**config.mk**
```make
export PLATFORM = sky130hd
export DESIGN_NAME = seq_word_adder
export DESIGN_NICKNAME = d
export VERILOG_FILES = /design/src/rtl/seq_word_adder_pkg.sv /design/src/rtl/seq_word_adder_prefix8_core.sv /design/src/rtl/seq_word_adder.sv
export SDC_FILE = /design/constraint.sdc
export NUM_CORES = 1
export LEC_CHECK = 0
export CELL_PAD_IN_SITES_DETAIL_PLACEMENT = 0
export CELL_PAD_IN_SITES_GLOBAL_PLACEMENT = 1
export CORE_MARGIN = 2
export CORE_UTILIZATION = 35
export DETAILED_ROUTE_END_ITERATION = 10
export GPL_ROUTABILITY_DRIVEN = 0
export PLACE_DENSITY = 0.83
export SLEW_MARGIN = 20
export SYNTH_ARGS = -nofsm -noshare
export SYNTH_HDL_FRONTEND = slang
export SYNTH_SLANG_ARGS = --single-unit
```
**constraint.sdc**
```tcl
create_clock -name clk -period 8.21 [get_ports clk]
set_input_delay 2.0525 -clock clk [delete_from_list [all_inputs] [get_ports clk]]
set_output_delay 2.0525 -clock clk [all_outputs]
set_load 0.005 [all_outputs]
```
**src/rtl/seq_word_adder_pkg.sv**
```systemverilog
// Shared types and constants for the byte-serial word adder.
package seq_word_adder_pkg;

    localparam int unsigned BYTE_W = 8;

    typedef enum logic {
        IDLE,
        BUSY
    } state_e;

    typedef struct packed {
        logic [BYTE_W-1:0] sum;
        logic              cout;
        logic              c7;
    } core_res_t;

endpackage

```
**src/rtl/seq_word_adder_prefix8_core.sv**
```systemverilog
// Combinational 8-bit Kogge-Stone adder with carry-in; exposes the carry into bit 7
// so the caller can derive signed overflow.
module prefix8_core
    import seq_word_adder_pkg::*;
(
    input  logic [BYTE_W-1:0] a_i,
    input  logic [BYTE_W-1:0] b_i,
    input  logic              cin_i,
    output core_res_t         res_o
);

    logic [BYTE_W-1:0] g0, p0, g1, p1, g2, p2, g3, p3;
    logic [BYTE_W:0]   c;

    assign g0 = a_i & b_i;
    assign p0 = a_i ^ b_i;

    // Three prefix levels with spans 1, 2, 4 give group (g,p) over bits [i:0].
    for (genvar i = 0; i < BYTE_W; i++) begin : g_prefix
        if (i >= 1) begin : g_l1
            assign g1[i] = g0[i] | (p0[i] & g0[i-1]);
            assign p1[i] = p0[i] & p0[i-1];
        end else begin : g_l1_pass
            assign g1[i] = g0[i];
            assign p1[i] = p0[i];
        end
        if (i >= 2) begin : g_l2
            assign g2[i] = g1[i] | (p1[i] & g1[i-2]);
            assign p2[i] = p1[i] & p1[i-2];
        end else begin : g_l2_pass
            assign g2[i] = g1[i];
            assign p2[i] = p1[i];
        end
        if (i >= 4) begin : g_l3
            assign g3[i] = g2[i] | (p2[i] & g2[i-4]);
            assign p3[i] = p2[i] & p2[i-4];
        end else begin : g_l3_pass
            assign g3[i] = g2[i];
            assign p3[i] = p2[i];
        end
        assign c[i+1] = g3[i] | (p3[i] & cin_i);
    end

    assign c[0]       = cin_i;
    assign res_o.sum  = p0 ^ c[BYTE_W-1:0];
    assign res_o.cout = c[BYTE_W];
    assign res_o.c7   = c[BYTE_W-1];

endmodule

```
**src/rtl/seq_word_adder.sv**
```systemverilog
// Byte-serial multi-byte adder/subtractor: LSB-first operand bytes in, one registered
// sum byte out per input byte, with word carry-out and signed overflow on the last byte.
module seq_word_adder
    import seq_word_adder_pkg::*;
#(
    parameter int unsigned NBYTES = 4
) (
    input  logic              clk,
    input  logic              rst,
    input  logic              in_valid,
    output logic              in_ready,
    input  logic [BYTE_W-1:0] in_a,
    input  logic [BYTE_W-1:0] in_b,
    input  logic              in_sub,
    output logic              out_valid,
    input  logic              out_ready,
    output logic [BYTE_W-1:0] out_sum,
    output logic              out_last,
    output logic              out_cout,
    output logic              out_ovf
);

    localparam int unsigned     CntW    = (NBYTES > 1) ? $clog2(NBYTES) : 1;
    localparam logic [CntW-1:0] LastCnt = CntW'(NBYTES - 1);

    state_e            state_q, state_d;
    logic [CntW-1:0]   cnt_q, cnt_d;
    logic              carry_q, carry_d;
    logic              sub_q, sub_d;
    logic              out_valid_q, out_valid_d;
    logic [BYTE_W-1:0] out_sum_q, out_sum_d;
    logic              out_last_q, out_last_d;
    logic              out_cout_q, out_cout_d;
    logic              out_ovf_q, out_ovf_d;

    logic              in_fire, is_first, is_last, sub_eff, cin;
    logic [BYTE_W-1:0] b_eff;
    core_res_t         res;

    // A drain in the same cycle frees the single output slot for a new byte.
    assign in_ready = ~out_valid_q | out_ready;
    assign in_fire  = in_valid & in_ready;
    assign is_first = (state_q == IDLE);
    assign is_last  = (cnt_q == LastCnt);

    always_comb begin
        sub_eff = sub_q;
        cin     = carry_q;
        if (is_first) begin
            sub_eff = in_sub;
            cin     = in_sub;
        end
        b_eff = in_b ^ {BYTE_W{sub_eff}};
    end

    prefix8_core u_core (
        .a_i   (in_a),
        .b_i   (b_eff),
        .cin_i (cin),
        .res_o (res)
    );

    always_comb begin
        state_d     = state_q;
        cnt_d       = cnt_q;
        carry_d     = carry_q;
        sub_d       = sub_q;
        out_valid_d = out_valid_q & ~out_ready;
        out_sum_d   = out_sum_q;
        out_last_d  = out_last_q;
        out_cout_d  = out_cout_q;
        out_ovf_d   = out_ovf_q;
        if (in_fire) begin
            cnt_d       = is_last ? '0 : cnt_q + 1'b1;
            state_d     = is_last ? IDLE : BUSY;
            carry_d     = is_last ? 1'b0 : res.cout;
            if (is_first) begin
                sub_d = in_sub;
            end
            out_valid_d = 1'b1;
            out_sum_d   = res.sum;
            out_last_d  = is_last;
            out_cout_d  = is_last & res.cout;
            out_ovf_d   = is_last & (res.c7 ^ res.cout);
        end
    end

    always_ff @(posedge clk) begin
        if (rst) begin
            state_q     <= IDLE;
            cnt_q       <= '0;
            carry_q     <= 1'b0;
            sub_q       <= 1'b0;
            out_valid_q <= 1'b0;
            out_sum_q   <= '0;
            out_last_q  <= 1'b0;
            out_cout_q  <= 1'b0;
            out_ovf_q   <= 1'b0;
        end else begin
            state_q     <= state_d;
            cnt_q       <= cnt_d;
            carry_q     <= carry_d;
            sub_q       <= sub_d;
            out_valid_q <= out_valid_d;
            out_sum_q   <= out_sum_d;
            out_last_q  <= out_last_d;
            out_cout_q  <= out_cout_d;
            out_ovf_q   <= out_ovf_d;
        end
    end

    assign out_valid = out_valid_q;
    assign out_sum   = out_sum_q;
    assign out_last  = out_last_q;
    assign out_cout  = out_cout_q;
    assign out_ovf   = out_ovf_q;

endmodule

```
==> impl_metrics.json <==
{
  "diodes": 0,
  "r2r-end": "out_sum[7]",
  "dominantRegCellSynth": "dfxtp_1",
  "min_delay_path_depth": 2,
  "timing.rr.start": "state_q",
  "syn_nets": 159,
  "cts_tree": "built",
  "cpLargestDelayFamily": "buffers and inverters",
  "synthCells": 128,
  "dp_slack_ns": 2.98,
  "nFillCells": 305,
  "fmax_mhz": 192,
  "place.port_buffers": 33,
  "cts_sinks": 17,
  "start_kind": "input pin",
  "crit_path_end_kind": "primary output",
  "arrival_ns": 3.17,
  "initial_core_util_pct": 36.0,
  "netlist-cell-type-count": 30,
  "drc": 0,
  "ir_worst_vdd_uv": 62.2,
  "hold_viol_final": 0,
  "vias_per_cell": 5.09,
  "yosys.area.top_type_share_pct": 31.8,
  "drt_iter0_markers": 22,
  "routed_wl_um": 2380,
  "grt_max_degree": 22,
  "seq_area_frac_synth_pct": 31.8,
  "syn_area_sq_um": 1070,
  "grtUsageTotal_pct": 13.7,
  "setup_viol": 0,
  "reg2reg_depth": 8,
  "cts_resized": 0,
  "finClkSkew_ns": 0.00189,
  "slowest_delay_ns": 0.52,
  "die_h_um": 59.3,
  "rows": 20,
  "synth.largest_area_cell": "dfxtp_1",
  "final_layout_size_suffix_gt1_share_pct": 4.38,
  "grt_first_pass_wirelength_um": 3730,
  "cts_buffers": 3,
  "leakage_nw": 0.559,
  "holdBufCountCts": 0,
  "period_share_pct": 63.6,
  "dp_hpwl_um": 1840,
  "yosysMostFrequentCell": "dfxtp_1",
  "syn_area_per_cell_sq_um": 8.37,
  "post-cts-setup-buffers": 0,
  "drv_slew": 0,
  "status": "finished, final reports clean",
  "hold_start": "out_sum[0]",
  "min_to": "out_sum[0]",
  "wl_per_cell_um": 12.3,
  "crit_top_cell": "clkdlybuf4s50_1",
  "fin_crit_ns": 5.22,
  "power_density_nw_per_um2": 164,
  "clockBufferDepth": 2,
  "io_pins": 34,
  "ant_nets": 0,
  "yosys-top-cells-count": "dfxtp_1, a21oi_1, nand2_1",
  "fp.dieW_um": 59.3,
  "critical_path_peak_fanout": 4,
  "worst_pin_slew_ns": 0.713,
  "cts-root-buf": "clkbuf_4",
  "fin_setup_tns_ns": 0,
  "maxSlewHeadroom_pct": 51.5,
  "worst_slack_ns": 2.99,
  "hold_class": "register to register",
  "die-area_sq_um": 3520,
  "core-area_sq_um": 2980,
  "ys_seq_elements": 17,
  "syn_to_final_growth_pct": 35.5,
  "grt-ovfl-total": 0,
  "antenna_found_initial": 0,
  "clkTransAtPathRegs_ns": 0.10,
  "num_vias": 982,
  "rsz0062_at_grt": "false",
  "r2r_slack_ns": 5.44,
  "worstPathCellList": "clkdlybuf4s50_1, nand2b_1, clkdlybuf4s50_1",
  "fin_nets": 192,
  "utilization_pct": 48.7,
  "cpMaxStageDelayCell": "clkdlybuf4s50_1",
  "critPathKind": "input pin to primary output",
  "async_reset_ff_share_pct": 0,
  "drv_cap": 0,
  "worstPathRequired_ns": 6.16,
  "synth-edff-count": 0,
  "htree_num_levels": 1,
  "synth_warnings": 0,
  "grt_pass1_vias": 915,
  "drt_pass1_iterations": 4,
  "yosys-top-cells-area": "dfxtp_1, ha_1, xnor2_1, a21oi_1, nand2_1",
  "clk_latency_ns": 0.28,
  "path_buf_inv": 2
}
[power breakdown]
group          internal (W)  switching, W
combinational     0.0000509     0.0000476
sequential        0.0000906    0.00000458
clock             0.0000181     0.0000262
total              0.000160     0.0000784
[worst max path at each step]
stage               startpoint       end  slack (ns)  cells after the start
floorplan            out_ready  in_ready        3.94                      1
global placement     out_ready  in_ready        3.01                      3
detailed placement   out_ready  in_ready        2.98                      3
CTS                  out_ready  in_ready        2.98                      3
global route         out_ready  in_ready        2.95                      3
finish               out_ready  in_ready        2.99                      3
[sequential cells by signal (all words and copies together) (netlist names)]
| register | flops |
|---|---|
| out_sum | 8 |
| cnt_q | 2 |
| carry_q | 1 |
| out_cout | 1 |
| out_last | 1 |
| out_ovf | 1 |
| out_valid | 1 |
| state_q | 1 |
| sub_q | 1 |
[per-stage QoR]
| step | instance area [sq um] | power (W) | hold WS (ns) | cells |
|---|---|---|---|---|
| global placement | 1420 | 0.000194 | 0.443 | 189 |
| detailed placement | 1420 | 0.000196 | 0.456 | 189 |
| finish | 1450 | 0.000238 | 0.463 | 193 |
| floorplan | 1070 | 0.000160 | 0.440 | 128 |
| global route | 1450 | 0.000254 | 0.484 | 193 |
| CTS | 1450 | 0.000240 | 0.470 | 193 |
[cell families (layout without fill, tap and decap cells)]
group / Yosys count / after routing / synth area share, %
AO/OA/AOI/OAI: 36 / 36 / 21.3
multiplexers: 2 / 2 / 2.22
flip-flops: 17 / 17 / 31.8
AND/OR/NAND/NOR: 39 / 39 / 17.4
buffers and inverters: 10 / 42 / 3.51
XOR/XNOR: 14 / 14 / 11.4
adder cells (fa/ha/maj): 10 / 10 / 12.4
[layer usage]
layer | wire, um | track usage, % | vias to the layer above | share of wire [%]
li1 | - | - | 517 | -
met1 | 1060 | 14.9 | 437 | 44
met2 | 1180 | 26.2 | 26 | 50
met3 | 125 | 1.97 | 2 | 5.2
met4 | 13 | 4.87 | 0 | 0.55
met5 | 0 | 0 | - | 0
[cells in the final DEF, fill, tap and decap left out, drive strengths merged]
cell type	synthesis	final
clkdlybuf4s50	0	33
dfxtp	17	17
nand2	13	13
a21oi	13	13
nor2	11	11
xnor2	9	9
ha	9	9
o21ai	9	9
nand3b	6	6
inv	5	5
xor2	5	5
o211ai	3	3
a211oi	3	3
clkbuf	5	3
nand2b	2	2
and2	2	2
nor3	2	2
nand3	2	2
mux2i	2	2
a21o	1	1
o211a	1	1
a21boi	1	1
or3	1	1
a311oi	1	1
a221o	1	1
a31o	1	1
a22oi	1	1
a32oi	1	1
fa	1	1
clkinv	0	1
[worst reg2reg max path, cell delays in order (launching register included)]
cell and delay [ns]:
dfxtp_1 0.41, mux2i_2 0.65, xnor2_1 0.15, ha_1 0.35, a21oi_1 0.29, o21ai_2 0.14
o21ai_0 0.36, xor2_1 0.11, a211oi_1 0.22
[final cells by class]
class	count	area (sq um)	area share (%)
timing repair buffer	33	330	22.8
clock buffer	3	22.5	1.55
sequential	17	340	23.4
inverter	5	18.8	1.29
clock inverter	1	5.00	0.345
tap	33	41.3	2.84
multi-input combinational	101	693	47.8
Power figures use the tool's default switching activity.
